`src/rtl/counter_pkg.sv`:
```
// Shared constants and helpers for the counter block.
package counter_pkg;

  localparam int unsigned DEFAULT_WIDTH = 32'd4;

  // Largest value representable in `width` bits, saturating at 32 bits.
  function automatic logic [31:0] default_max_count(input int unsigned width);
    if (width >= 32'd32) begin
      return 32'hFFFF_FFFF;
    end else begin
      return (32'd1 << width) - 32'd1;
    end
  endfunction

endpackage

```
`src/rtl/counter.sv`:
```
// Synchronous up-counter with programmable wrap value and synchronous active-low reset.
// Optional terminal-count flag output tc is built when COUNTER_TC_EN is defined.
module counter
  import counter_pkg::*;
#(
  parameter int unsigned WIDTH     = DEFAULT_WIDTH,
  parameter logic [31:0] MAX_COUNT = default_max_count(WIDTH)
) (
  input  logic             clk,
  input  logic             rst,
  input  logic             enable,
  output logic [WIDTH-1:0] out
`ifdef COUNTER_TC_EN
  ,
  output logic             tc
`endif
);

  generate
    if ((WIDTH < 32'd1) || (WIDTH > 32'd32)) begin : g_bad_width
      $error("counter: WIDTH must be in 1..32");
    end else if ((MAX_COUNT < 32'd1) || (MAX_COUNT > default_max_count(WIDTH))) begin : g_bad_max
      $error("counter: MAX_COUNT must be in 1..2**WIDTH-1");
    end else begin : g_ok
    end
  endgenerate

  localparam logic [WIDTH-1:0] MAX_W = MAX_COUNT[WIDTH-1:0];
  localparam logic [WIDTH-1:0] ONE_W = WIDTH'(1);

  logic [WIDTH-1:0] count_r;
  logic [WIDTH-1:0] next_s;

  // Next-count logic; >= keeps an out-of-range value from ever counting upward.
  always_comb begin
    next_s = count_r;
    if (enable) begin
      if (count_r >= MAX_W) begin
        next_s = {WIDTH{1'b0}};
      end else begin
        next_s = count_r + ONE_W;
      end
    end else begin
      next_s = count_r;
    end
  end

  // Count register with synchronous reset taking priority over counting.
  always_ff @(posedge clk) begin
    if (!rst) begin
      count_r <= {WIDTH{1'b0}};
    end else begin
      count_r <= next_s;
    end
  end

  assign out = count_r;

`ifdef COUNTER_TC_EN
  assign tc = (count_r == MAX_W) && enable && rst;
`endif

endmodule

```
`config.mk`:
```
export PLATFORM = sky130hd
export DESIGN_NAME = counter
export DESIGN_NICKNAME = d
export VERILOG_FILES = /design/src/rtl/counter_pkg.sv /design/src/rtl/counter.sv
export SDC_FILE = /design/constraint.sdc
export NUM_CORES = 1
export LEC_CHECK = 0
export CAP_MARGIN = 15
export CORE_AREA = 3 3 40 42
export CTS_CLUSTER_DIAMETER = 30
export DETAILED_ROUTE_END_ITERATION = 6
export DIE_AREA = 0 0 43 45
export PLACE_DENSITY_LB_ADDON = 0.25
export SYNTH_ARGS = -nofsm -noshare
export SYNTH_HDL_FRONTEND = slang
export SYNTH_SLANG_ARGS = --single-unit
```
`constraint.sdc`:
```
create_clock -name clk -period 1.3 [get_ports clk]
set_input_delay 0.26 -clock clk [delete_from_list [all_inputs] [get_ports clk]]
set_output_delay 0.26 -clock clk [all_outputs]
set_load 0.005 [all_outputs]
```
# Word-level counts from Yosys, hierarchy flattened

Index checks and enable logic that the tools add are counted.

Add/sub/neg operators: 1
$lt $le $gt $ge: 1
Mux-type cells: 1

Operator list:

| kind                | count |
|---|---|
| $add 4x1->4 const B | 1 |
| $ge 4x4->1 const B  | 1 |
| $mux 4              | 1 |

Flip-flop bits (word level): 4
Input port bits: 3
Output and inout port bits: 4
Word-level logic and storage cells: 4

# Logic depth before layout (Yosys ltp)

Gate-level depths: netlist (run 1).

Word-level depth: 2
Depth in mapped cells: 4

# Worst setup path after synthesis (run 1)

OpenSTA, ideal clock, no wires.

Path type: flip-flop to flip-flop
From: reg count_r[0], in the netlist out[0]
To: reg count_r[2], in the netlist out[2]
Setup time: 0.115 ns
Data arrival time: 0.917 ns
Required time: 1.185 ns
Slack: 0.269 ns
Stages on the path, launching flop included: 5
Period minus slack after synthesis: 1.031 ns
Cells stage by stage: dfxtp_1 > ha_1 > nand2_1 > xnor2_1 > and2_1

Cells in the longest elaborated chain, start to end: 2

Ends and longest elaborated chain:

| what                                             | RTL line                     | text |
|---|---|---|
| from (decl)                                      | counter.sv:31                | `logic [WIDTH-1:0] count_r;` |
| from (signal assigned)                           | counter.sv:51                | `count_r <= {WIDTH{1'b0}};` |
| from (signal assigned)                           | counter.sv:53                | `count_r <= next_s;` |
| $add 4x1->4 / $ge 4x4->1 (equally long branches) | counter.sv:41, counter.sv:38 |  |
| $mux 4 *                                         | counter.sv:38                | `if (count_r >= MAX_W) begin` |

Mark *: on every way between the ends. The rest lies on a longest branch, timed or not.
A chain may end at the register's enable or synchronous reset.

==> results of run 1 <==
[power by group through the flow]
| stage | combinational, mW | clock (mW) | sequential, mW |
|---|---|---|---|
| floorplan | 0.0129 | 0 | 0.137 |
| global placement | 0.0369 | 0 | 0.137 |
| detailed placement | 0.0370 | 0 | 0.137 |
| CTS | 0.0340 | 0.161 | 0.135 |
| global route | 0.0358 | 0.178 | 0.137 |
| finish | 0.0331 | 0.149 | 0.135 |
[worst paths after layout]
path | startpoint | endpoint | depth (start not counted)
worst max-delay path | enable | out[3] | 4
worst min-delay path | out[3] | out[3] | 2
worst max register to register | out[0] | out[2] | 4
worst min register to register | out[3] | out[3] | 2
[final cells by class]
cell class                      count  area (um2)  share of cell area, %
Tap cell                           15        18.8                   6.10
Clock buffer                        3        22.5                   7.32
Timing Repair Buffer                8        70.1                   22.8
Sequential cell                     4        86.3                   28.0
Multi-Input combinational cell     16         110                   35.8
[worst max-delay path: stages]
cell	delay (ns)
clkdlybuf4s50_1	0.52
nand2_2	0.06
or3_1	0.30
a21boi_1	0.14
[logic make-up after synthesis]
family	Yosys count	share of synthesized area [%]
DFF	4	42.1
and+or+nand+nor	9	28.3
muxes	1	5.26
xor gates and xnor gates	1	4.61
adders and majority gates	1	6.58
AOI/OAI and AO/OA	4	13.2
[layer usage]
metal	wire length, um	part of all wire (%)	up-vias	GRT usage [%]
li1	-	-	93	-
met1	168	45	78	5.06
met2	165	44	5	5.39
met3	40	11	0	7.17
met4	0	0	0	1.81
met5	0	0	-	0
[what timing repair did]
item	4_1_cts	5_1_grt
resized for setup	8	0
endpoints found under the setup margin	4	0
setup buffers	0	0
[Yosys cell counts]
master | number | area, um2
a21boi_1 | 1 | 7.51
nor2b_1 | 1 | 6.26
nand2_1 | 1 | 3.75
nand2b_1 | 1 | 6.26
ha_1 | 1 | 12.5
a21oi_1 | 1 | 5.00
a21boi_0 | 1 | 7.51
and2_1 | 1 | 6.26
dfxtp_1 | 4 | 80.1
or3_1 | 1 | 6.26
mux2i_1 | 1 | 10.0
o21ai_0 | 1 | 5.00
nand3b_1 | 1 | 7.51
nand3_1 | 1 | 5.00
xnor2_1 | 1 | 8.76
nand2_2 | 2 | 12.5
[stage by stage]
stage | hold WS, ns | instance area, um2 | cells
6_report | 0.485 | 308 | 46
5_1_grt | 0.547 | 308 | 46
4_1_cts | 0.492 | 308 | 46
3_5_place_dp | 0.504 | 284 | 43
3_3_place_gp | 0.495 | 284 | 43
2_1_floorplan | 0.382 | 190 | 20
==> out/qor.csv, run 1 <==
stage,metric,value,unit
cells_and_area,Final Net Count,37,
routing,final wirelength,373,um
yosys,Syn Inst Count,20,
cells_and_area,final design utilization,24.0,%
cells_and_area,diodes inserted,0,
worst_setup_path,Reg2Reg Setup Slack,0.30,ns
die,die width,43,um
status,status,"complete, no violations",
power_and_ir_drop,Switch Pwr,0.0644,mW
worst_setup_path,CP Capture Type,flop,
die,IO Pins,7,
worst_setup_path,startpoint types,primary input,
cells_and_area,area grow syn2layout,61.8,%
placement,PortBufs,6,
power_and_ir_drop,Net Sw Frac,20.3,%
global_routing,vias in the first global route,152,
clocking,Clock Latency Late Sink,0.23,ns
placement,pre-CTS setup slack,-0.0528,ns
global_routing,initial antenna violation count,0,
power_and_ir_drop,total power,0.317,mW
routing,DRC,0,
power_and_ir_drop,internal power,0.253,mW
clocking,CTS tree,done,
die,core area,1280,um2
routing,1st-iter DRT viols,2,
timing,fin. max-slew vios,0,
cells_and_area,Largest register FFs,4,
die,FP Rows,13,
power_and_ir_drop,pwr/cell area,1030,nW/um2
worst_setup_path,kind of critical path,in2reg,
worst_setup_path,crit path DAT,1.27,ns
routing,per-cell routed wire length,8.11,um
timing,Final setup viols,0,
clocking,htree depth,1,
timing,min cycle time layout,1.11,ns
cells_and_area,layout cells sized above 1,32.3,%
die,die area,1940,um2
timing,unrepaired setup endpoints after global routing,no,
power_and_ir_drop,clock share of power,46.9,%
routing,via count,176,
clocking,Longest Clk Path Bufs,2,
global_routing,grt total ovfl,0,
yosys,register area share after synthesis,42.1,%
yosys,Yosys Warn Count,0,
yosys,Avg Inst Size Synth,9.51,um2
global_routing,Overall Global Routing Usage,5.00,%
timing,setup TNS,0,ns
clocking,hold buffers post-CTS,0,
clocking,Root Driver,clkbuf_4,
yosys,Yosys reg bits,4,
worst_setup_path,CP max FO,3,
cells_and_area,most frequent cells in the layout,"dlygate4sd2_1 (4), clkbuf_4 (3)",
power_and_ir_drop,Flop pwr share,42.7,%
timing,Setup Skew,0.00190,ns
global_routing,largest net degree at the start of global routing,7,
power_and_ir_drop,Leakage,0.133,nW
routing,DRT antenna net count,0,
power_and_ir_drop,maximum vdd ir drop,0.000399,V
die,Die Ht,45,um
timing,final hold viol count,0,
cells_and_area,"commonest non-fill, non-tap cell in the layout",dlygate4sd2_1,
cells_and_area,fill count,141,
timing,slew margin rel.,92.3,%
clocking,TritonCTS buffer count,3,
yosys,Netlist cell types,16,
timing,fmax,899,MHz
timing,final period utilization,85.6,%
routing,via/cell ratio,3.83,
worst_setup_path,worst path required time,1.46,ns
clocking,clk sinks,4,
yosys,Synth Cell Area,190,um2
run,max-cap viol count,0,
worst_hold_path,min-delay worst type,reg2reg,
die,Initial Utilization,14.8,%
global_routing,first-pass GRT wire length,607,um
timing,Tightest Pin Transition,0.113,ns
placement,Final Wtd Congestion,0.655,
yosys,Syn Nets,24,
clocking,clock slew at reported path FFs,0.04,ns
power_and_ir_drop,Comb power frac,10.4,%
timing,Worst Slack Setup Final,0.187,ns
routing,DRT Pass-1 Iters,4,
Note: power is estimated with default switching activity, not from simulation.
==> run 2, diff against run 1 <==
--- a/config.mk
+++ b/config.mk
@@ -10,7 +10,9 @@
 export CTS_CLUSTER_DIAMETER = 30
 export DETAILED_ROUTE_END_ITERATION = 6
 export DIE_AREA = 0 0 43 45
+export MAX_ROUTING_LAYER = met4
 export PLACE_DENSITY_LB_ADDON = 0.25
+export SLEW_MARGIN = 20
 export SYNTH_ARGS = -nofsm -noshare
 export SYNTH_HDL_FRONTEND = slang
 export SYNTH_SLANG_ARGS = --single-unit
==> results of run 2 <==
Same layout as run 1: the final DEF is identical, and so are final timing and power.
Among the figures that moved: final weighted congestion in routability-driven placement 0.655 -> 0.661; wire length of the first global-routing pass 607 um -> 600 um; via count of the first global-routing pass 152 -> 153; overall routing resource usage 5.00% -> 5.15%
==> run 3, diff against run 2 <==
--- a/config.mk
+++ b/config.mk
@@ -12,6 +12,7 @@
 export DIE_AREA = 0 0 43 45
 export MAX_ROUTING_LAYER = met4
 export PLACE_DENSITY_LB_ADDON = 0.25
+export SKIP_LAST_GASP = 1
 export SLEW_MARGIN = 20
 export SYNTH_ARGS = -nofsm -noshare
 export SYNTH_HDL_FRONTEND = slang
==> run 3 against run 2 <==
- largest cell class unchanged
- global-route usage stayed put
- register-to-register slack about the same
- worst setup slack hardly changed
- clock-buffer cell count stayed put
- critical path type unchanged
- largest power group unchanged
==> out/qor.csv, run 3 (synthesis gave the netlist of run 1 again) <==
stage,metric,value,unit,change
worst_hold_path,Min-Delay Endpoint,out[3],,
clocking,Clock Latency Late Sink,0.23,ns,about the same
worst_setup_path,crit path DAT,1.27,ns,about the same
placement,Final Wtd Congestion,0.661,,
clocking,clock slew at reported path FFs,0.04,ns,about the same
cells_and_area,final design utilization,24.2,%,+0.29 points
clocking,Longest Clk Path Bufs,2,,unchanged
global_routing,vias in the first global route,153,,
worst_setup_path,reg-to-reg startpoint,out[0],,
clocking,htree depth,1,,unchanged
cells_and_area,Largest register FFs,4,,unchanged
worst_setup_path,Reg2Reg Setup Slack,0.30,ns,about the same
timing,final hold viol count,0,,unchanged
worst_setup_path,startpoint types,primary input,,
global_routing,first-pass GRT wire length,600,um,
routing,via count,176,,unchanged
timing,Final setup viols,0,,unchanged
timing,fmax,898,MHz,about the same
global_routing,largest net degree at the start of global routing,7,,unchanged
worst_setup_path,Crit Reg-Reg Endpoint,out[2],,
die,die area,1940,um2,unchanged
timing,Setup Skew,0.00189,ns,-0.00000245 ns
worst_hold_path,hold path depth,2,,unchanged
cells_and_area,Final Net Count,37,,unchanged
routing,final wirelength,372,um,-0.27%
clocking,CTS tree,done,,
cells_and_area,fill count,139,,-1.4%
clocking,TritonCTS buffer count,3,,unchanged
worst_setup_path,kind of critical path,in2reg,,
clocking,hold buffers post-CTS,0,,unchanged
placement,PortBufs,6,,unchanged
timing,slew margin rel.,92.3,%,unchanged
cells_and_area,diodes inserted,0,,unchanged
cells_and_area,area grow syn2layout,63.8,%,
worst_setup_path,worst path required time,1.46,ns,about the same
routing,1st-iter DRT viols,2,,unchanged
clocking,clk sinks,4,,unchanged
timing,final period utilization,85.6,%,about the same
die,Die Ht,45,um,unchanged
global_routing,initial antenna violation count,0,,unchanged
worst_hold_path,min-delay worst type,reg2reg,,
die,IO Pins,7,,unchanged
routing,via/cell ratio,3.83,,unchanged
timing,unrepaired setup endpoints after global routing,no,,
routing,DRT antenna net count,0,,unchanged
die,core area,1280,um2,unchanged
global_routing,Overall Global Routing Usage,5.15,%,
global_routing,grt total ovfl,0,,unchanged
power_and_ir_drop,total power,0.318,mW,+0.22%
cells_and_area,Sequential cell area,86.3,um2,unchanged
worst_setup_path,CP max FO,3,,unchanged
cells_and_area,Multi-input gate area,110,um2,unchanged
routing,per-cell routed wire length,8.09,um,-0.27%
die,die width,43,um,unchanged
worst_setup_path,FF-to-FF path depth,4,,unchanged
status,status,"complete, no violations",,
power_and_ir_drop,Leakage,0.144,nW,+8.4%
run,max-cap viol count,0,,unchanged
cells_and_area,most frequent cells in the layout,"clkbuf_4 (3), dlygate4sd2_1 (3)",,
power_and_ir_drop,maximum vdd ir drop,0.000400,V,+0.18%
worst_hold_path,Hold Crit Start,out[3],,
power_and_ir_drop,pwr/cell area,1020,nW/um2,-0.99%
routing,DRC,0,,unchanged
timing,fin. max-slew vios,0,,unchanged
cells_and_area,layout cells sized above 1,32.3,%,unchanged
die,Initial Utilization,14.8,%,unchanged
clocking,Root Driver,clkbuf_4,,
die,FP Rows,13,,unchanged
routing,DRT Pass-1 Iters,4,,unchanged
worst_setup_path,CP Capture Type,flop,,
timing,Tightest Pin Transition,0.113,ns,unchanged
timing,min cycle time layout,1.11,ns,+0.000135 ns
==> run 3: cell count changes in the layout (fill, tap and decap cells not counted) <==
cell            before  now
dlygate4sd2_1        4    3
dlymetal6s2s_1       0    1
==> run 3: cell type report <==
cell class	count	share of cell area, %
clock buffers	3	7.23
multi-input cells	16	35.3
flip-flops and latches	4	27.7
well taps	15	6.02
repair buffers	8	23.7
==> run 3: worst max-delay path, stage by stage <==
cell,delay (ns)
clkdlybuf4s50_1,0.52
nand2_2,0.06
or3_1,0.30
a21boi_1,0.14
==> run 3: repair_timing <==
item                       4_1_cts  5_1_grt
setup endpoints to repair        4        1
gates resized for setup          7        1
setup buffers                    0        0
==> run 3: metrics by stage <==
step / TNS, ns / instances / hold slack, ns / setup WS (ns) / cell area [um2]
2_1_floorplan: 0 / 20 / 0.382 / 0.269 / 190
3_3_place_gp: -0.0329 / 43 / 0.495 / -0.0329 / 284
3_5_place_dp: -0.0528 / 43 / 0.504 / -0.0528 / 284
4_1_cts: -0.0752 / 46 / 0.492 / -0.0752 / 309
5_1_grt: 0 / 46 / 0.547 / 0.152 / 312
6_report: 0 / 46 / 0.485 / 0.187 / 312
==> run 3: report_power, final <==
group	leakage (nW)	internal (mW)	switching, mW
Combinational	0.0959	0.0222	0.0117
Clock	0.0138	0.103	0.0459
Sequential	0.0341	0.129	0.00671
Total	0.144	0.254	0.0643
==> run 3: worst max path at each step <==
stage               endpoint  cells after the start    from
global route          out[3]                      4  enable
finish                out[3]                      4  enable
floorplan             out[2]                      4  out[0]
detailed placement    out[3]                      4  enable
CTS                   out[0]                      1  out[0]
global placement      out[3]                      4  enable
==> run 3: routing by layer <==
| layer | vias up | global-route usage [%] | wire length [um] |
|---|---|---|---|
| li1 | 93 | - | - |
| met1 | 78 | 5.06 | 166 |
| met2 | 5 | 5.39 | 165 |
| met3 | 0 | 7.17 | 40 |
| met4 | 0 | 1.81 | 0 |
| met5 | - | - | 0 |
